**src/rtl/fir_pkg.sv**
```systemverilog
// Shared types and helpers for the multi-channel FIR: FSM state encoding,
// accumulator sizing and the round/saturate narrowing helper.
package fir_pkg;

  typedef enum logic [1:0] {IDLE, MAC, OUT} state_t;

  function automatic int acc_w(input int data_w, input int coef_w, input int num_taps);
    return data_w + coef_w + $clog2(num_taps);
  endfunction

  // Round-half-up on the dropped bits, then clamp to the signed out_w range.
  function automatic logic signed [63:0] round_sat(input logic signed [63:0] acc,
                                                   input int shift, input int out_w);
    logic signed [63:0] r;
    logic signed [63:0] max_v;
    logic signed [63:0] min_v;
    r = acc;
    if (shift > 0) r = (acc + (64'sd1 <<< (shift - 1))) >>> shift;
    max_v = (64'sd1 <<< (out_w - 1)) - 64'sd1;
    min_v = -(64'sd1 <<< (out_w - 1));
    if (r > max_v) r = max_v;
    else if (r < min_v) r = min_v;
    return r;
  endfunction

endpackage

```
**src/rtl/fir_delay_line.sv**
```systemverilog
// Per-channel circular sample history. The read port returns x_c[n-k] for the
// selected channel, where n is the most recently written sample.
module fir_delay_line #(
  parameter int NUM_TAPS = 10,
  parameter int DATA_W   = 16,
  parameter int NUM_CH   = 2,
  localparam int CH_W    = (NUM_CH > 1) ? $clog2(NUM_CH) : 1,
  localparam int K_W     = $clog2(NUM_TAPS)
) (
  input  logic                     clock,
  input  logic                     reset_n,
  input  logic                     we,
  input  logic [CH_W-1:0]          wr_ch,
  input  logic signed [DATA_W-1:0] wr_data,
  input  logic [CH_W-1:0]          rd_ch,
  input  logic [K_W-1:0]           rd_k,
  output logic signed [DATA_W-1:0] rd_data
);

  logic signed [DATA_W-1:0] mem [NUM_CH][NUM_TAPS];
  logic [K_W-1:0]           wr_ptr [NUM_CH];
  logic [K_W:0]             idx_sum;
  logic [K_W-1:0]           rd_idx;

  // The pointer sits one past the newest sample, so tap k lives at ptr-1-k.
  always_comb begin
    idx_sum = {1'b0, wr_ptr[rd_ch]} + (K_W+1)'(NUM_TAPS - 1) - {1'b0, rd_k};
    rd_idx  = idx_sum[K_W-1:0];
    if (idx_sum >= (K_W+1)'(NUM_TAPS)) rd_idx = K_W'(idx_sum - (K_W+1)'(NUM_TAPS));
  end

  assign rd_data = mem[rd_ch][rd_idx];

  always_ff @(posedge clock or negedge reset_n) begin
    if (!reset_n) begin
      for (int c = 0; c < NUM_CH; c++) begin
        wr_ptr[c] <= '0;
        for (int t = 0; t < NUM_TAPS; t++) mem[c][t] <= '0;
      end
    end else if (we) begin
      mem[wr_ch][wr_ptr[wr_ch]] <= wr_data;
      wr_ptr[wr_ch] <= (wr_ptr[wr_ch] == K_W'(NUM_TAPS - 1)) ? '0 : wr_ptr[wr_ch] + 1'b1;
    end
  end

endmodule

```
**src/rtl/fir_mc.sv**
```systemverilog
// Time-multiplexed multi-channel FIR with one shared MAC and valid/ready handshakes.
// FIR_SAT_EN: when defined, narrowing rounds half-up and saturates; otherwise floor-shift and wrap.
//
// state | meaning
// IDLE  | in_ready high, coefficient writes accepted, waiting for a sample
// MAC   | one tap per cycle, k = 0..NUM_TAPS-1, newest sample paired with h[0]
// OUT   | result held on y/out_ch with out_valid high until the sink takes it
module fir_mc
  import fir_pkg::*;
#(
  parameter int NUM_TAPS = 10,
  parameter int DATA_W   = 16,
  parameter int COEF_W   = 16,
  parameter int NUM_CH   = 2,
  parameter int OUT_W    = 18,
  parameter int SHIFT    = 0,
  localparam int CH_W    = (NUM_CH > 1) ? $clog2(NUM_CH) : 1,
  localparam int K_W     = $clog2(NUM_TAPS)
) (
  input  logic                     clock,
  input  logic                     reset_n,
  input  logic                     in_valid,
  output logic                     in_ready,
  input  logic [CH_W-1:0]          in_ch,
  input  logic signed [DATA_W-1:0] xin,
  input  logic                     coef_we,
  input  logic [K_W-1:0]           coef_addr,
  input  logic signed [COEF_W-1:0] coef_data,
  output logic                     coef_err,
  output logic                     out_valid,
  input  logic                     out_ready,
  output logic [CH_W-1:0]          out_ch,
  output logic signed [OUT_W-1:0]  y
);

  localparam int ACC_W  = acc_w(DATA_W, COEF_W, NUM_TAPS);
  localparam int PROD_W = DATA_W + COEF_W;

  state_t                   state_q;
  logic [K_W-1:0]           k_q;
  logic [CH_W-1:0]          ch_q;
  logic signed [ACC_W-1:0]  acc_q;
  logic signed [COEF_W-1:0] h [NUM_TAPS];

  logic signed [DATA_W-1:0] x_rd;
  logic signed [PROD_W-1:0] prod;
  logic signed [ACC_W-1:0]  acc_next;
  logic signed [OUT_W-1:0]  y_next;
  logic                     ch_ok;
  logic                     addr_ok;
  logic                     accept;

  assign ch_ok   = 32'(in_ch) < NUM_CH;
  assign addr_ok = 32'(coef_addr) < NUM_TAPS;
  assign accept  = (state_q == IDLE) && in_valid && in_ready && ch_ok;

  fir_delay_line #(
    .NUM_TAPS(NUM_TAPS),
    .DATA_W  (DATA_W),
    .NUM_CH  (NUM_CH)
  ) u_delay_line (
    .clock  (clock),
    .reset_n(reset_n),
    .we     (accept),
    .wr_ch  (in_ch),
    .wr_data(xin),
    .rd_ch  (ch_q),
    .rd_k   (k_q),
    .rd_data(x_rd)
  );

  always_comb begin
    prod     = x_rd * h[k_q];
    acc_next = acc_q + ACC_W'(prod);
`ifdef FIR_SAT_EN
    y_next   = OUT_W'(round_sat(64'(acc_next), SHIFT, OUT_W));
`else
    y_next   = OUT_W'(acc_next >>> SHIFT);
`endif
  end

  always_ff @(posedge clock or negedge reset_n) begin
    if (!reset_n) begin
      state_q   <= IDLE;
      k_q       <= '0;
      ch_q      <= '0;
      acc_q     <= '0;
      in_ready  <= 1'b1;
      out_valid <= 1'b0;
      coef_err  <= 1'b0;
      out_ch    <= '0;
      y         <= '0;
      for (int t = 0; t < NUM_TAPS; t++) h[t] <= '0;
    end else begin
      coef_err <= 1'b0;
      case (state_q)
        IDLE: begin
          // Write lands before the pass starts, so a same-cycle accept sees the new tap.
          if (coef_we && addr_ok) h[coef_addr] <= coef_data;
          if (accept) begin
            ch_q     <= in_ch;
            acc_q    <= '0;
            k_q      <= '0;
            in_ready <= 1'b0;
            state_q  <= MAC;
          end
        end
        MAC: begin
          coef_err <= coef_we;
          acc_q    <= acc_next;
          k_q      <= k_q + 1'b1;
          if (k_q == K_W'(NUM_TAPS - 1)) begin
            y         <= y_next;
            out_ch    <= ch_q;
            out_valid <= 1'b1;
            state_q   <= OUT;
          end
        end
        OUT: begin
          coef_err <= coef_we;
          if (out_ready) begin
            out_valid <= 1'b0;
            in_ready  <= 1'b1;
            state_q   <= IDLE;
          end
        end
        default: state_q <= IDLE;
      endcase
    end
  end

endmodule

```
**config.mk**
```make
export PLATFORM = sky130hd
export DESIGN_NAME = fir_mc
export DESIGN_NICKNAME = d
export VERILOG_FILES = /design/src/rtl/fir_pkg.sv /design/src/rtl/fir_delay_line.sv /design/src/rtl/fir_mc.sv
export SDC_FILE = /design/constraint.sdc
export NUM_CORES = 1
export LEC_CHECK = 0
export BUFFER_PORTS_ARGS = -buffer_cell sky130_fd_sc_hd__clkbuf_2
export CORE_MARGIN = 8
export CORE_UTILIZATION = 60
export CTS_CLUSTER_SIZE = 20
export DETAILED_ROUTE_END_ITERATION = 8
export GPL_TIMING_DRIVEN = 0
export PLACE_DENSITY = 0.77
export SLEW_MARGIN = 20
export SYNTH_ARGS = -nofsm -noshare
export SYNTH_HDL_FRONTEND = slang
export SYNTH_SLANG_ARGS = --single-unit
```
**constraint.sdc**
```tcl
create_clock -name clock -period 13.55 [get_ports clock]
set_input_delay 0 -clock clock [delete_from_list [all_inputs] [get_ports clock]]
set_output_delay 0 -clock clock [all_outputs]
set_load 0.1 [all_outputs]
```
-- After elaboration in Yosys (flattened, before gate mapping)
Index checks and enable logic that the tools add are counted.
- mux-type cells: 43
- reduce and logical (&&, ||, !) cells: 18
- magnitude comparators: 11
- equal/unequal tests: 7
- bitwise gates (word level): 6
- $add $sub $neg: 6
- multipliers: 1
- operators by type and width (operator ; count):
    $mux W160 ; 4
    $bwmux W320 ; 1
    $bwmux W160 ; 1
    $demux W160 S1 ; 1
    $bmux W16 S4 ; 2
    $demux W16 S4 ; 2
    $mux W16 ; 6
    $pmux W36 S2 ; 1
    $mux W4 ; 10
    $add A36 B32 Y36 ; 1
    $mux W36 ; 1
    $mul A16 B16 Y32 ; 1
    $ge A5 B5 Y1 const B ; 4
    $not A4 Y5 ; 4
    $lt A5 B1 Y1 const B ; 2
    $reduce_and A3 Y1 ; 3
    $add A4 B1 Y4 const B ; 2
    $bwmux W8 ; 1
    $eq A4 B4 Y1 const B ; 2
    $pmux W4 S2 ; 1
    $reduce_and A2 Y1 ; 4
    $logic_and A1 B1 Y1 ; 6
    $mux W2 ; 3
    $ne A2 B2 Y1 const B ; 3
    17 further kinds ; 26
- bits in registers: 553
- logic and storage cells: 133
- output and inout bits: 22
- bits of input ports: 42

-- Depth between registers and ports, before layout
Gate-level depths: netlist of run 1.
- depth after elaboration: 15
- depth in mapped cells: 47
- mapped depth without buffers: 39

-- Modules after synthesis
Synthesis of run 1 repeated with hierarchy kept, for this count alone.
- cell total of the unflattened synthesis: 2567
- area total of the unflattened synthesis: 31671.6 µm²
- modules (own cells, without submodules) (module ; times used ; area an instance (µm²) ; cells an instance ; sequential area each (µm²)):
    fir_delay_line ; 1 ; 16738.6 ; 1262 ; 8207.9
    fir_mc ; 1 ; 14933.1 ; 1305 ; 5181.2

-- Worst setup path before layout of run 1
Ideal clock, no wire load.
- path kind: reg-to-reg
- from: register ch_q
- to: register y[17]
- buffers on the path: 8
- library setup time: 126 ps
- setup slack: 2000 ps
- arrival time: 11425 ps
- data required time: 13424 ps
- clock period less this slack: 11550 ps
- stages on the path, launching flop included: 41
- path through: dfrtp_1 buf_2 buf_2 buf_2 buf_2 buf_2 buf_2 mux2_2 ha_1 ha_1 fa_1 inv_1 ha_1 a21oi_4 a21oi_4 xnor2_1 clkbuf_1 mux4_2 [5 not listed] fa_1 inv_1 fa_1 inv_1 fa_1 fa_1 fa_1 xor2_1 xnor2_1 xnor2_1 xnor2_1 xnor2_1 xnor2_1 xnor2_1 xnor2_1 xnor3_1 xnor2_1 mux2_2
- cells in the longest elaborated chain, start to end: 14
- elaborated cells on any way between the ends: 18
- those cells by class: add/sub: 4; mul: 1; order compare: 1; mux: 10; bitwise: 2
- ends and longest elaborated chain (what ; line ; source):
    start: declaration ; fir_mc.sv:41 ; logic [CH_W-1:0] ch_q;
    start signal: assignment ; fir_mc.sv:101 ; ch_q <= in_ch;
    $not A1 Y2 (implied by the code) * ; fir_delay_line.sv:27, fir_delay_line.sv:32 ;
    $mux W4 (implied by the code) (3 in a row) ; fir_delay_line.sv:27 ; idx_sum = {1'b0, wr_ptr[rd_ch]} + (K_W+1)'(NUM_TAPS - 1) - {1'b0, rd_k};
    $add A4 B4 Y5 ; fir_delay_line.sv:27 ;
    $sub A5 B4 Y5 ; fir_delay_line.sv:27 ;
    $sub A4 B4 Y4 / $ge A5 B4 Y1 (equally long branches) ; fir_delay_line.sv:29 ; if (idx_sum >= (K_W+1)'(NUM_TAPS)) rd_idx = K_W'(idx_sum - (K_W+1)'(NUM_TAPS));
    $mux W4 ; fir_delay_line.sv:29 ;
    $not A4 Y5 (implied by the code) ; fir_delay_line.sv:32 ; assign rd_data = mem[rd_ch][rd_idx];
    $bmux W16 S4 * ; fir_delay_line.sv:32 ;
    $mux W16 (implied by the code) * (2 in a row) ; fir_delay_line.sv:32 ;
    $mul A16 B16 Y32 * ; fir_mc.sv:73 ; prod = x_rd * h[k_q];
    $add A36 B32 Y36 * ; fir_mc.sv:74 ; acc_next = acc_q + ACC_W'(prod);
    end signal: assignment ; fir_mc.sv:113 ; y <= y_next;
    end: declaration ; fir_mc.sv:33 ; output logic signed [OUT_W-1:0] y
Mark *: on every way between the ends. The rest lies on a longest branch, timed or not. The select of a mux whose other input is x is not followed.
A chain may end at the register's enable or synchronous reset.

-- Worst setup path after layout of run 1
Ends and elaborated chain as after synthesis.

==> out/metrics.yaml, run 1 <==
status:
  status: "finished, final reports clean"
global_routing:
  grt_first_pass_wirelength_um: 123000
  grt_start_max_net_pins: 97
  grt_pass1_vias: 21246
  overflow: 0
  grt_use_total_pct: 27.5
  antenna_found_initial: 2
timing:
  slew_violations: 0
  max_slew_margin_pct: 23.1
  timing.fmax_mhz: 77.7
  timing.final.crit_share_pct: 95.0
  setup_viol_count_final: 0
  holdWs_ns: 0.0616
  worst_pin_slew_ns: 1.15
  skew_ns: 0.0167
  hold_viol: 0
  rsz0062_at_grt: "no"
  fin_crit_ns: 12.87
  tns_ns: 0
final_layout:
  instances_no_fill: 3232
  area_growth_pct: 12.2
  drive_above_1_share_pct: 31.3
  multi_input_area_um2: 15500
  layout_commonest_cell: "dfrtp_1"
  mostFrequentLayoutCells: "dfrtp_1 (534), mux2_2 (510), inv_1 (226)"
  fin_area_um2: 34000
  fin_nets: 2769
  ff_latch_area_um2: 13400
  fillers: 3514
placement:
  postPlaceCellArea_um2: 31500
  numPortBuffers: 29
  placedCellCount: 3088
  dp_hpwl_um: 55100
  place_congestion: 0.905
cts:
  cts.path.max_buffers: 3
  path_clk_slew_ns: 0.06
  htree_levels: 2
  cts_tree: "built"
  cts_buffers: 56
  clk_latency_ns: 0.63
  cts-root-buf: "clkbuf_16"
  clock-sinks: 535
drt:
  wl_per_cell_um: 24.0
  drcViolationCount: 0
  drt_pass1_iterations: 8
  postRouteAntennaNets: 0
  drt_iter0_markers: 1533
  via_count: 19714
  drt-total-wl_um: 77700
  viasPerCell: 6.10
worst_setup_path:
  cp-start-kind: "flop"
  slowest_stage: "fa_1"
  worst_ep_arrival_time_ns: 13.38
  critPathBufInv: 13
  max_stage_delay_ns: 0.75
  critPathKind: "reg2reg"
  cp_max_fo: 19
  crit_family: "adder cells"
  crit_path_end_kind: "flop"
  required_ns: 14.06
floorplanning:
  die_w_um: 241
  ios: 64
  start_util_pct: 60.7
  die-area_um2: 58000
  core_um2: 50000
  die_h_um: 241
  rows: 82
synthesis:
  postSynthAreaPerCell_um2: 12.7
  synthTopCellsByArea: "dfrtp_1 (44%), mux2_2 (19%), fa_1 (8.3%)"
  yosysWarnings: 0
  ys_ff_latch: 535
  netlist.top_cell.by_area: "dfrtp_1"
  synth_edf_count: 0
  synthArstFlopShare_pct: 100
  synth_top_cell_area_share_pct: 44.1
  synth_area_um2: 30300
  ys_types: 75
  synthFlopType: "dfrtp_1"
  synthCells: 2379
  synth_nets: 2628
  yosysSeqAreaShare_pct: 44.2
worst_hold_path:
  min_path_type: "in2reg"
job:
  cap_violations: 0
[per-layer routing]
metal  up-vias  share of wire, %  global-route usage [%]
met5         -                 0                       0
met4         0               4.0                    11.0
met3       173               6.0                    4.36
met2       659                50                    47.0
met1     10338                40                    35.2
li1       8544                 -                       -
[cells by family (layout without fill, tap and decap cells)]
logic type                 count (synthesis)  count (layout)  share of synthesized area (%)
other                                      0               2                              0
and+or+nand+nor                          372             372                           6.11
adders and majority gates                207             207                           11.6
AOI/OAI and AO/OA                        201             201                           4.62
muxes                                    634             634                           27.0
buffers and inverters                    381             560                           4.81
DFF                                      535             535                           44.2
xor gates and xnor gates                  49              49                           1.61
[sequential cells by signal, indices dropped and copies added (netlist names)]
register / count
u_delay_line.mem: 320
h: 160
acc_q: 18
y: 18
u_delay_line.wr_ptr: 8
k_q: 4
state_q: 2
ch_q: 1
coef_err: 1
in_ready: 1
out_ch: 1
out_valid: 1
[Yosys cell counts (all sizes together), types with 4 or more instances]
cell type	number
mux2i	26
mux4	96
nand2	103
nand2b	33
nor2	81
or2	18
nor2b	34
or3	8
a21boi	4
clkbuf	111
a21oi	43
and2	17
xor2	10
o21ai	49
a221oi	11
nand3	23
nand4	5
a22o	12
fa	125
o21bai	6
o221ai	9
dfrtp	534
o32ai	5
mux2	512
a211oi	8
nor3	28
a21o	6
inv	226
a22oi	8
a32oi	5
buf	42
ha	82
xnor2	36
nor4	5
nand3b	4
o22ai	11
[final cells by class]
class / instances / share of cell area [%]
diodes: 2 / 0.0147
plain buffers: 151 / 1.82
clock buffers: 80 / 4.80
clock inverters: 16 / 0.861
inverters: 228 / 2.52
multi-input cells: 1463 / 45.7
flip-flops and latches: 535 / 39.4
well taps: 672 / 2.47
repair buffers: 85 / 2.43
[worst min-delay path: stages]
cell and delay (ns):
clkbuf_1 0.21, nor3b_2 0.18, mux2_2 0.24
[metrics by stage]
stage	util (%)	setup WS [ns]
floorplan	-	2.00
global placement	62.6	-1.28
detailed placement	63.1	-1.38
CTS	67.9	0.0432
global route	68.1	0.0259
finish	68.1	0.679
[timing repair]
action,CTS,global route
pin swaps,1,2
endpoints found under the hold margin,701,0
resized for setup,15,7
buffers inserted,0,3
hold buffers,44,0
endpoints found under the setup margin,16,6
[worst paths after layout]
check / start / to / slack (ns) / cells past startpoint
min reg2reg: y[15] / y[15] / 0.48 / 2
min in group asynchronous: reset_n / h[118] / 0.50 / 4
max reg2reg: ch_q / y[17] / 0.68 / 43
max: ch_q / y[17] / 0.68 / 43
min: coef_addr[1] / h[69] / 0.06 / 3
max in group asynchronous: reset_n / u_delay_line.mem[134] / 11.34 / 7
Power of run 1 is not shown: default switching activity piles up to over one toggle a cycle in this logic, so the estimate is an artifact.
==> run 2: changes to the inputs <==
--- a/config.mk
+++ b/config.mk
@@ -6,12 +6,11 @@
 export NUM_CORES = 1
 export LEC_CHECK = 0
 export BUFFER_PORTS_ARGS = -buffer_cell sky130_fd_sc_hd__clkbuf_2
-export CORE_MARGIN = 8
-export CORE_UTILIZATION = 60
+export CORE_UTILIZATION = 55
 export CTS_CLUSTER_SIZE = 20
 export DETAILED_ROUTE_END_ITERATION = 8
 export GPL_TIMING_DRIVEN = 0
-export PLACE_DENSITY = 0.77
+export PLACE_DENSITY = 0.71
 export SLEW_MARGIN = 20
 export SYNTH_ARGS = -nofsm -noshare
 export SYNTH_HDL_FRONTEND = slang
==> out/metrics.yaml, run 2 (same netlist as run 1, synthesis figures left out) <==
final_layout:
  layout_commonest_cell: "dfrtp_1"
  area_growth_pct: 12.3
  reg_top3: "u_delay_line.mem (320), h (160)"
  fin_util_pct: 62.9
  regMostFlops: "u_delay_line.mem"
  fillers: 4147
  drive_above_1_share_pct: 31.3
  fin_nets: 2772
  largest_reg_flops: 320
  mostFrequentLayoutCells: "dfrtp_1 (534), mux2_2 (510), inv_1 (226)"
drt:
  via_count: 19598
  postRouteAntennaNets: 0
  drcViolationCount: 0
  wl_per_cell_um: 23.8
  drt_pass1_iterations: 6
  drt_iter0_markers: 1392
  viasPerCell: 6.00
  drt-total-wl_um: 77800
floorplanning:
  die-area_um2: 56000
  ios: 64
  rows: 85
  core_um2: 54100
  start_util_pct: 56.0
  die_w_um: 237
  die_h_um: 237
timing:
  max_slew_margin_pct: 23.0
  holdWs_ns: 0.0727
  worst_pin_slew_ns: 1.16
  hold_viol: 0
  setup_viol_count_final: 0
  fin_crit_ns: 12.77
  timing.final.crit_share_pct: 94.2
  timing.fmax_mhz: 78.3
  slew_violations: 0
  rsz0062_at_grt: "no"
  skew_ns: 0.0180
worst_setup_path:
  cp-start-kind: "flop"
  worst_ep_arrival_time_ns: 13.29
  required_ns: 14.07
  max_stage_delay_ns: 0.72
  cp_max_fo: 19
  crit_path_end_kind: "flop"
  crit_top_cell: "ha_1"
  rrSetupSlack_ns: 0.78
  critPathKind: "reg2reg"
  slowest_stage: "fa_1"
worst_hold_path:
  min_path_type: "in2reg"
global_routing:
  grt_first_pass_wirelength_um: 124000
  grt_use_total_pct: 29.0
  antenna_found_initial: 3
  grt_start_max_net_pins: 99
  grt_pass1_vias: 21300
  overflow: 0
cts:
  cts-root-buf: "clkbuf_16"
  cts_buffers: 57
  cts.path.max_buffers: 3
  clock-sinks: 535
  path_clk_slew_ns: 0.06
  cts_tree: "built"
  htree_levels: 2
  clk_latency_ns: 0.63
placement:
  place_congestion: 0.915
  numPortBuffers: 29
  dp_hpwl_um: 55300
status:
  status: "finished, final reports clean"
job:
  cap_violations: 0
==> run 2: cell count changes in the layout (fill, tap and decap cells not counted), sizes merged <==
cell | before | now
clkinvlp | 2 | 5
clkinv | 8 | 9
bufinv | 7 | 5
clkbuf | 220 | 227
inv | 227 | 226
==> run 2: per-layer routing <==
layer	routed length (um)	share of wire (%)	vias to the layer above	track usage, %
li1	-	-	8561	-
met1	31900	41	10243	38.0
met2	38400	49	619	48.6
met3	4350	5.6	175	4.36
met4	3170	4.1	0	11.7
met5	0	0	-	0
==> run 2: final timing paths <==
check                             start                endpoint  depth (start not counted)
min in group asynchronous       reset_n                  h[156]                          4
worst min register to register    y[13]                   y[13]                          2
worst min-delay path              in_ch  u_delay_line.wr_ptr[3]                          5
worst max register to register     ch_q                   y[17]                         45
max in group asynchronous       reset_n   u_delay_line.mem[199]                          7
worst max-delay path               ch_q                   y[17]                         45
==> run 2: critical path: cells and delay by family (launching register included) <==
kind / cells / cell delay (ns)
flip-flops: 1 / 0.31
XOR/XNOR: 1 / 0.22
AND/OR/NAND/NOR: 5 / 1.07
adder cells (fa/ha/maj): 11 / 3.98
multiplexers: 3 / 0.95
AO/OA/AOI/OAI: 12 / 2.84
buffers and inverters: 13 / 3.23
==> run 2: per-stage QoR <==
step / instance area, um^2 / std cells / setup WS, ns / TNS [ns]
floorplan: 30300 / 2379 / 2.00 / 0
global placement: 31300 / 3104 / -1.34 / -8.90
detailed placement: 31600 / 3114 / -1.38 / -9.31
CTS: 34000 / 3262 / 0.00416 / 0
global route: 34000 / 3264 / 0.0710 / 0
finish: 34000 / 3264 / 0.780 / 0
==> run 2: timing repair <==
item	CTS	global route
setup buffers	2	0
resized for setup	13	5
hold buffers	44	0
hold endpoints to repair	678	0
endpoints found under the setup margin	15	6
pin swaps	2	0
==> run 2: area by class of cell <==
class	count	area, um^2	share of cell area, %
Inverter	228	856	2.51
Timing Repair Buffer	86	822	2.41
Buffer	152	618	1.82
Antenna cell	2	5.00	0.0147
Multi-Input combinational cell	1463	15500	45.6
Sequential cell	535	13400	39.3
Tap cell	696	871	2.56
Clock inverter	17	251	0.739
Clock buffer	85	1690	4.98
Power of run 2 is left out for the same reason.
